--- config.mk ---
export PLATFORM = sky130hd
export DESIGN_NAME = cfg_chain_loader_flat
export DESIGN_NICKNAME = d
export VERILOG_FILES = /design/src/rtl/cfg_chain_loader_pkg.sv /design/src/rtl/cfg_chain_loader_if.sv /design/src/rtl/cfg_word_serializer.sv /design/src/rtl/cfg_chain_loader.sv /design/src/flat_wrapper.sv
export SDC_FILE = /design/constraint.sdc
export NUM_CORES = 1
export LEC_CHECK = 0
export BUFFER_PORTS_ARGS = -buffer_cell sky130_fd_sc_hd__buf_2
export CORE_MARGIN = 4
export CORE_UTILIZATION = 63
export DETAILED_ROUTE_END_ITERATION = 10
export GPL_ROUTABILITY_DRIVEN = 1
export GPL_TIMING_DRIVEN = 0
export PLACE_DENSITY_LB_ADDON = 0.12
export SETUP_SLACK_MARGIN = 0.02
export SYNTH_ARGS = -nofsm -noshare
export SYNTH_HDL_FRONTEND = slang
export SYNTH_SLANG_ARGS = --single-unit
--- constraint.sdc ---
create_clock -name clk -period 5.6 [get_ports clk]
set_input_delay 0.84 -clock clk [delete_from_list [all_inputs] [get_ports clk]]
set_output_delay 0.84 -clock clk [all_outputs]
set_load 0.02 [all_outputs]
--- src/rtl/cfg_chain_loader_pkg.sv ---
// Shared types and constants for the slice configuration-chain loader.
package cfg_pkg;

   // Loader sequencing states.
   typedef enum logic [1:0] {
      ST_IDLE  = 2'd0,
      ST_FILL  = 2'd1,
      ST_SHIFT = 2'd2,
      ST_FIN   = 2'd3
   } state_t;

   // 4 LUTs x 2 x 17 bits, plus use_cc, plus 2 output-mux bits.
   localparam int CHAIN_LEN_DEF = 139;
   localparam int WORD_W_DEF    = 32;

   // Number of bitstream words needed to cover a chain of len bits.
   function automatic int nwords(input int len, input int w);
      return (len + w - 1) / w;
   endfunction

endpackage

--- src/rtl/cfg_chain_loader_if.sv ---
// Bitstream word stream (valid/ready) between the source and the loader.
interface cfg_chain_loader_if
   import cfg_pkg::*;
#(
   parameter int WORD_W = WORD_W_DEF
) ();

   logic [WORD_W-1:0] s_data;
   logic              s_valid;
   logic              s_ready;

   modport master (output s_data, output s_valid, input s_ready);
   modport slave  (input s_data, input s_valid, output s_ready);

endinterface

--- src/rtl/cfg_word_serializer.sv ---
// One-word holding register feeding a shift register, emitting bits LSB-first.
// A bit is available whenever the shift register or the holding register has
// data; take consumes exactly one bit. When the shift register is empty the
// bit comes straight from hold[0] and the rest of the word moves into the
// shift register, so word boundaries cost no bubble.
module cfg_word_serializer
   import cfg_pkg::*;
#(
   parameter int WORD_W = WORD_W_DEF
) (
   input  logic              clk,
   input  logic              rst_n,
   input  logic              clr,
   input  logic              load,
   input  logic [WORD_W-1:0] din,
   input  logic              take,
   output logic              bit_out,
   output logic              empty,
   output logic              hold_v
);

   localparam int SC_W = $clog2(WORD_W + 1);

   logic [WORD_W-1:0] hold_reg;
   logic              hold_v_reg;
   logic [WORD_W-1:0] sh_reg;
   logic [SC_W-1:0]   sh_cnt_reg;
   logic              sh_from_hold;

   assign hold_v       = hold_v_reg;
   assign empty        = (sh_cnt_reg == '0) && !hold_v_reg;
   assign bit_out      = (sh_cnt_reg != '0) ? sh_reg[0] : hold_reg[0];
   assign sh_from_hold = take && (sh_cnt_reg == '0);

   // Holding register: filled by an accepted word, emptied when it moves to sh.
   always_ff @(posedge clk or negedge rst_n) begin
      if (!rst_n) begin
         hold_reg   <= '0;
         hold_v_reg <= 1'b0;
      end else if (clr) begin
         hold_reg   <= '0;
         hold_v_reg <= 1'b0;
      end else if (load) begin
         hold_reg   <= din;
         hold_v_reg <= 1'b1;
      end else if (sh_from_hold) begin
         hold_v_reg <= 1'b0;
      end
   end

   // Shift register: bit 0 leaves on each take, refilled from hold when empty.
   always_ff @(posedge clk or negedge rst_n) begin
      if (!rst_n) begin
         sh_reg     <= '0;
         sh_cnt_reg <= '0;
      end else if (clr) begin
         sh_reg     <= '0;
         sh_cnt_reg <= '0;
      end else if (take) begin
         if (sh_cnt_reg != '0) begin
            sh_reg     <= sh_reg >> 1;
            sh_cnt_reg <= sh_cnt_reg - SC_W'(1);
         end else begin
            sh_reg     <= hold_reg >> 1;
            sh_cnt_reg <= SC_W'(WORD_W - 1);
         end
      end
   end

endmodule

--- src/rtl/cfg_chain_loader.sv ---
// Writer side of the slice config chain: takes bitstream words from a
// valid/ready stream and shifts exactly CHAIN_LEN bits into the chain.
module cfg_chain_loader
   import cfg_pkg::*;
#(
   parameter int WORD_W    = WORD_W_DEF,
   parameter int CHAIN_LEN = CHAIN_LEN_DEF,
   parameter int CNT_W     = $clog2(CHAIN_LEN + 1)
) (
   input  logic         clk,
   input  logic         rst_n,
   input  logic         start,
   input  logic         abort,
   cfg_chain_loader_if.slave s_if,
   output logic         cfg_out,
   output logic         cfg_en,
   output logic         busy,
   output logic         done,
   output logic         err
);

   localparam int NWORDS = nwords(CHAIN_LEN, WORD_W);
   localparam int WR_W   = $clog2(NWORDS + 1);

   state_t            state_reg;
   state_t            state_next;
   logic [CNT_W-1:0]  bit_cnt_reg;
   logic [WR_W-1:0]   words_rcvd_reg;
   logic              done_reg;
   logic              err_reg;
   logic              cfg_en_reg;
   logic              cfg_out_reg;

   logic              ser_clr;
   logic              ser_take;
   logic              ser_empty;
   logic              ser_hold_v;
   logic              ser_bit;
   logic              accept;
   logic              last_bit;

   assign busy    = (state_reg == ST_FILL) || (state_reg == ST_SHIFT);
   assign done    = done_reg;
   assign err     = err_reg;
   assign cfg_en  = cfg_en_reg;
   assign cfg_out = cfg_out_reg;

   // Never ask for more words than the chain needs.
   assign s_if.s_ready = busy && !ser_hold_v && (words_rcvd_reg < WR_W'(NWORDS));
   assign accept       = s_if.s_valid && s_if.s_ready;
   assign last_bit     = (bit_cnt_reg == CNT_W'(CHAIN_LEN - 1));

   cfg_word_serializer #(
      .WORD_W (WORD_W)
   ) u_ser (
      .clk     (clk),
      .rst_n   (rst_n),
      .clr     (ser_clr),
      .load    (accept),
      .din     (s_if.s_data),
      .take    (ser_take),
      .bit_out (ser_bit),
      .empty   (ser_empty),
      .hold_v  (ser_hold_v)
   );

   // State register.
   always_ff @(posedge clk or negedge rst_n) begin
      if (!rst_n) begin
         state_reg <= ST_IDLE;
      end else begin
         state_reg <= state_next;
      end
   end

   // Next state and serializer control; abort beats everything while busy.
   // Shifting runs in FILL too so the first bit leaves the cycle the first
   // word lands in the holding register; an empty serializer is a stall.
   always_comb begin
      state_next = state_reg;
      ser_clr    = 1'b0;
      ser_take   = 1'b0;
      case (state_reg)
         ST_IDLE: begin
            if (start) begin
               state_next = ST_FILL;
               ser_clr    = 1'b1;
            end
         end
         ST_FILL, ST_SHIFT: begin
            if (abort) begin
               state_next = ST_IDLE;
               ser_clr    = 1'b1;
            end else begin
               ser_take = !ser_empty;
               if (ser_take && last_bit) begin
                  state_next = ST_FIN;
               end else if ((state_reg == ST_FILL) && ser_hold_v) begin
                  state_next = ST_SHIFT;
               end
            end
         end
         ST_FIN: begin
            state_next = ST_IDLE;
         end
         default: begin
            state_next = ST_IDLE;
         end
      endcase
   end

   // Registered chain outputs, bit/word counters and sticky status flags.
   always_ff @(posedge clk or negedge rst_n) begin
      if (!rst_n) begin
         cfg_en_reg     <= 1'b0;
         cfg_out_reg    <= 1'b0;
         bit_cnt_reg    <= '0;
         words_rcvd_reg <= '0;
         done_reg       <= 1'b0;
         err_reg        <= 1'b0;
      end else begin
         cfg_en_reg  <= ser_take;
         cfg_out_reg <= ser_take & ser_bit;
         if ((state_reg == ST_IDLE) && start) begin
            bit_cnt_reg    <= '0;
            words_rcvd_reg <= '0;
            done_reg       <= 1'b0;
            err_reg        <= 1'b0;
         end else begin
            if (ser_take) begin
               bit_cnt_reg <= bit_cnt_reg + CNT_W'(1);
            end
            if (accept) begin
               words_rcvd_reg <= words_rcvd_reg + WR_W'(1);
            end
            if (ser_take && last_bit) begin
               done_reg <= 1'b1;
            end
            if (busy && abort) begin
               err_reg <= 1'b1;
            end
         end
      end
   end

endmodule

--- src/flat_wrapper.sv ---
// flat-port wrapper written by rule: the top's interface ports become plain ports
module cfg_chain_loader_flat import cfg_pkg::*;
#(
   parameter int WORD_W    = WORD_W_DEF,
   parameter int CHAIN_LEN = CHAIN_LEN_DEF,
   parameter int CNT_W     = $clog2(CHAIN_LEN + 1)
)
  (clk, rst_n, start, abort, cfg_out, cfg_en, busy, done, err, s_if_s_data, s_if_s_valid, s_if_s_ready);
  cfg_chain_loader_if #(.WORD_W(WORD_W)) s_if_i ();
  input  logic clk;
  input  logic rst_n;
  input  logic start;
  input  logic abort;
  output logic cfg_out;
  output logic cfg_en;
  output logic busy;
  output logic done;
  output logic err;
  input wire logic [$bits(s_if_i.s_data)-1:0] s_if_s_data;
  input wire logic [$bits(s_if_i.s_valid)-1:0] s_if_s_valid;
  output wire logic [$bits(s_if_i.s_ready)-1:0] s_if_s_ready;
  assign s_if_i.s_data = s_if_s_data;
  assign s_if_i.s_valid = s_if_s_valid;
  assign s_if_s_ready = s_if_i.s_ready;
  cfg_chain_loader #(.WORD_W(WORD_W), .CHAIN_LEN(CHAIN_LEN), .CNT_W(CNT_W)) u_core (.clk(clk), .rst_n(rst_n), .start(start), .abort(abort), .s_if(s_if_i), .cfg_out(cfg_out), .cfg_en(cfg_en), .busy(busy), .done(done), .err(err));
endmodule
==> results.yml <==
run_status:
  status: "completed"
synthesis:
  synth_top_family_by_area: "compound AO/OA/AOI/OAI gates"
  synth-compound-area-share_pct: 20.51
  synthSimpleGateAreaFrac_pct: 19.79
  yosysSeqAreaShare_pct: 52.02
  syn_avg_cell_area_um2: 9.178
  synth-adder-area-share_pct: 2.093
  synth_xor_area_share_pct: 1.256
  synth.area.mux_share_pct: 0
  syn_nets: 500
  ys_seq_elements: 87
  synth_cells: 456
  yosysUniqueCellTypes: 46
  yosys_warnings: 0
  syn_area_um2: 4185
layout:
  drive_gt1_share_pct: 14.17
  layout_commonest_cell: "dfrtp_1"
  area_growth_pct: 13.12
  mostFrequentLayoutCells: "87 x dfrtp_1, 78 x a21oi_1, 77 x nand2_1"
  largest_reg_flops: 32
  fin_nets: 554
  final_cells: 592
  antenna_cells: 0
power_and_ir_drop:
  p_sw_mw: 1.198
  peakVddDrop_uv: 296.7
  p_seq_share_pct: 35.4
  p_leak_nw: 2.063
  power_frac_comb_pct: 46.6
  power_density_nw_per_um2: 571.3
  swShare_pct: 44.28
  power_frac_clock_pct: 18.0
  internal-power_mw: 1.507
clock_tree:
  clk_pin_slew_ns: 0.09
  htreeDepth: 3
  cts_resized: 0
  clk_latency_ns: 0.37
  clk_path_buf_depth: 2
  cts_sinks: 87
  cts-buffers-inserted: 9
  cts_root_buf: "clkbuf_8"
  cts_tree: "yes"
  cts_hold_buf: 0
  post_cts.repair.setup_buffers: 0
drt:
  firstDrtPassIters: 5
  wl_um: 10320
  drtIter0Drc: 301
  drc: 0
  wl_per_cell_um: 17.43
  ant_nets: 0
  vias: 3664
  vias_per_cell: 6.189
setup_path:
  timing.reg2reg.setup_slack_ns: 3.17
  cp-end-kind: "output port"
  worstSetupPathType: "flop to output port"
  worstRegToRegCells: 7
  arrival_ns: 1.87
  critPathMaxFanout: 8
  critPathRequiredTime_ns: 4.76
  cp-start-kind: "flop"
timing:
  rsz0062_at_grt: "false"
  worst_pin_slew_ns: 0.9086
  slew_headroom_pct: 39.30
  worst_clock_skew_ns: 0.008823
  finalCritPeriodShare_pct: 48.35
  fin_crit_ns: 2.708
  setup_tns_ns: 0
  clock.fmax_ghz: 0.3693
  slew_viol_final: 0
  final_hold_viol_count: 0
  finalSetupViolations: 0
global_route:
  grt_pass1_wl_um: 17140
  grt_max_degree: 56
  overflow: 0
  grt_pass1_vias: 3565
  antenna_found_initial: 0
  grt_usage_pct: 27.87
die:
  core_um2: 6386
  fp.dieW_um: 89.51
  die_y_um: 89.51
  start_util_pct: 65.54
  top_level_ports: 43
  rows: 29
  die-area_um2: 8011
hold_path:
  hold_path.class: "input port to async pin"
run:
  maxCapViolations: 0
placement:
  portBuffers: 42
  gp_congestion: 0.8256
  dp_hpwl_um: 7129
  place_inst: 576
==> worst max-delay path, cell delays in order (launching register included) <==
cell	delay [ns]
dfrtp_1	0.40
inv_1	0.09
ha_1	0.39
nor2b_1	0.29
and2_1	0.17
buf_2	0.16
==> worst paths after layout <==
kind                                           endpoint                  startpoint
worst max-delay path                       s_if_s_ready         u_core.state_reg[1]
min in group clk                            u_core.done                 u_core.done
worst max register to register  u_core.u_ser.sh_reg[23]  u_core.u_ser.sh_cnt_reg[0]
worst min-delay path              u_core.bit_cnt_reg[3]                       rst_n
worst min register to register              u_core.done                 u_core.done
max in group asynchronous       u_core.u_ser.sh_reg[11]                       rst_n
==> power by group through the flow <==
stage / clock [mW] / sequential, mW / combinational [mW]
after CTS: 0.487 / 0.952 / 1.25
after global routing: 0.518 / 0.979 / 1.42
after detailed placement: 0 / 0.963 / 1.24
after global placement: 0 / 0.954 / 1.19
after floorplan: 0 / 0.936 / 0.901
final: 0.488 / 0.957 / 1.26
==> cell usage after synthesis (all sizes together) <==
cell type	number	share of area (%)
a311oi	1	0.21
xor2	2	0.42
nand2	77	6.9
nand4	1	0.15
o2111ai	1	0.21
and4b	2	0.48
o31ai	2	0.36
nor2b	1	0.15
a21o	1	0.18
and2b	1	0.18
a21oi	78	9.3
clkbuf	28	2.5
nand4b	30	6.3
ha	7	2.1
or3	5	0.87
nor3	3	0.63
or4	3	0.54
o41ai	1	0.21
xnor2	4	0.84
nor2	13	1.2
and3	1	0.15
a31o	1	0.21
a211oi	4	0.72
or3b	1	0.27
o211ai	2	0.36
o21a	1	0.18
inv	6	0.54
o21ai	66	8.0
and2	2	0.30
buf	9	1.3
or2	2	0.30
dfrtp	87	52
a32oi	1	0.21
a22o	1	0.21
a31oi	1	0.15
nor3b	1	0.18
nand3	5	0.60
nor4b	1	0.21
nand2b	3	0.45
==> cells by family after synthesis <==
logic type               after synthesis
adder cells (fa/ha/maj)                7
buffers and inverters                 43
AO/OA/AOI/OAI                        161
XOR/XNOR                               6
AND/OR/NAND/NOR                      152
flip-flops                            87
==> metrics by stage <==
stage               utilization, %  cell area, um^2  setup slack [ns]  hold slack (ns)  power (mW)
floorplan                        -             4185             3.392           0.4931       1.837
global placement             70.34             4492             2.956           0.4769       2.143
detailed placement           70.81             4522             3.254           0.4958       2.207
CTS                          74.14             4735             2.925           0.4247       2.694
global route                 74.14             4735             2.788           0.4443       2.916
finish                       74.14             4735             2.892           0.4097       2.705
==> metal layers <==
| layer | GRT usage (%) | vias to the layer above | wire (um) |
|---|---|---|---|
| li1 | - | 1729 | - |
| met1 | 37.29 | 1792 | 4375 |
| met2 | 45.48 | 120 | 5132 |
| met3 | 5.161 | 23 | 565 |
| met4 | 10.28 | 0 | 247 |
| met5 | 0 | - | 0 |
==> layout make-up <==
cell class / count / area, um^2
buffer: 37 / 158.9
clock buffer: 11 / 131.4
clock inverter: 5 / 81.33
fill: 491 / 1652
inverter: 6 / 22.52
multi-input combinational: 326 / 1827
sequential: 87 / 2177
tap: 77 / 96.34
timing repair buffer: 43 / 240.2
Note: power is estimated with default switching activity, not from simulation.
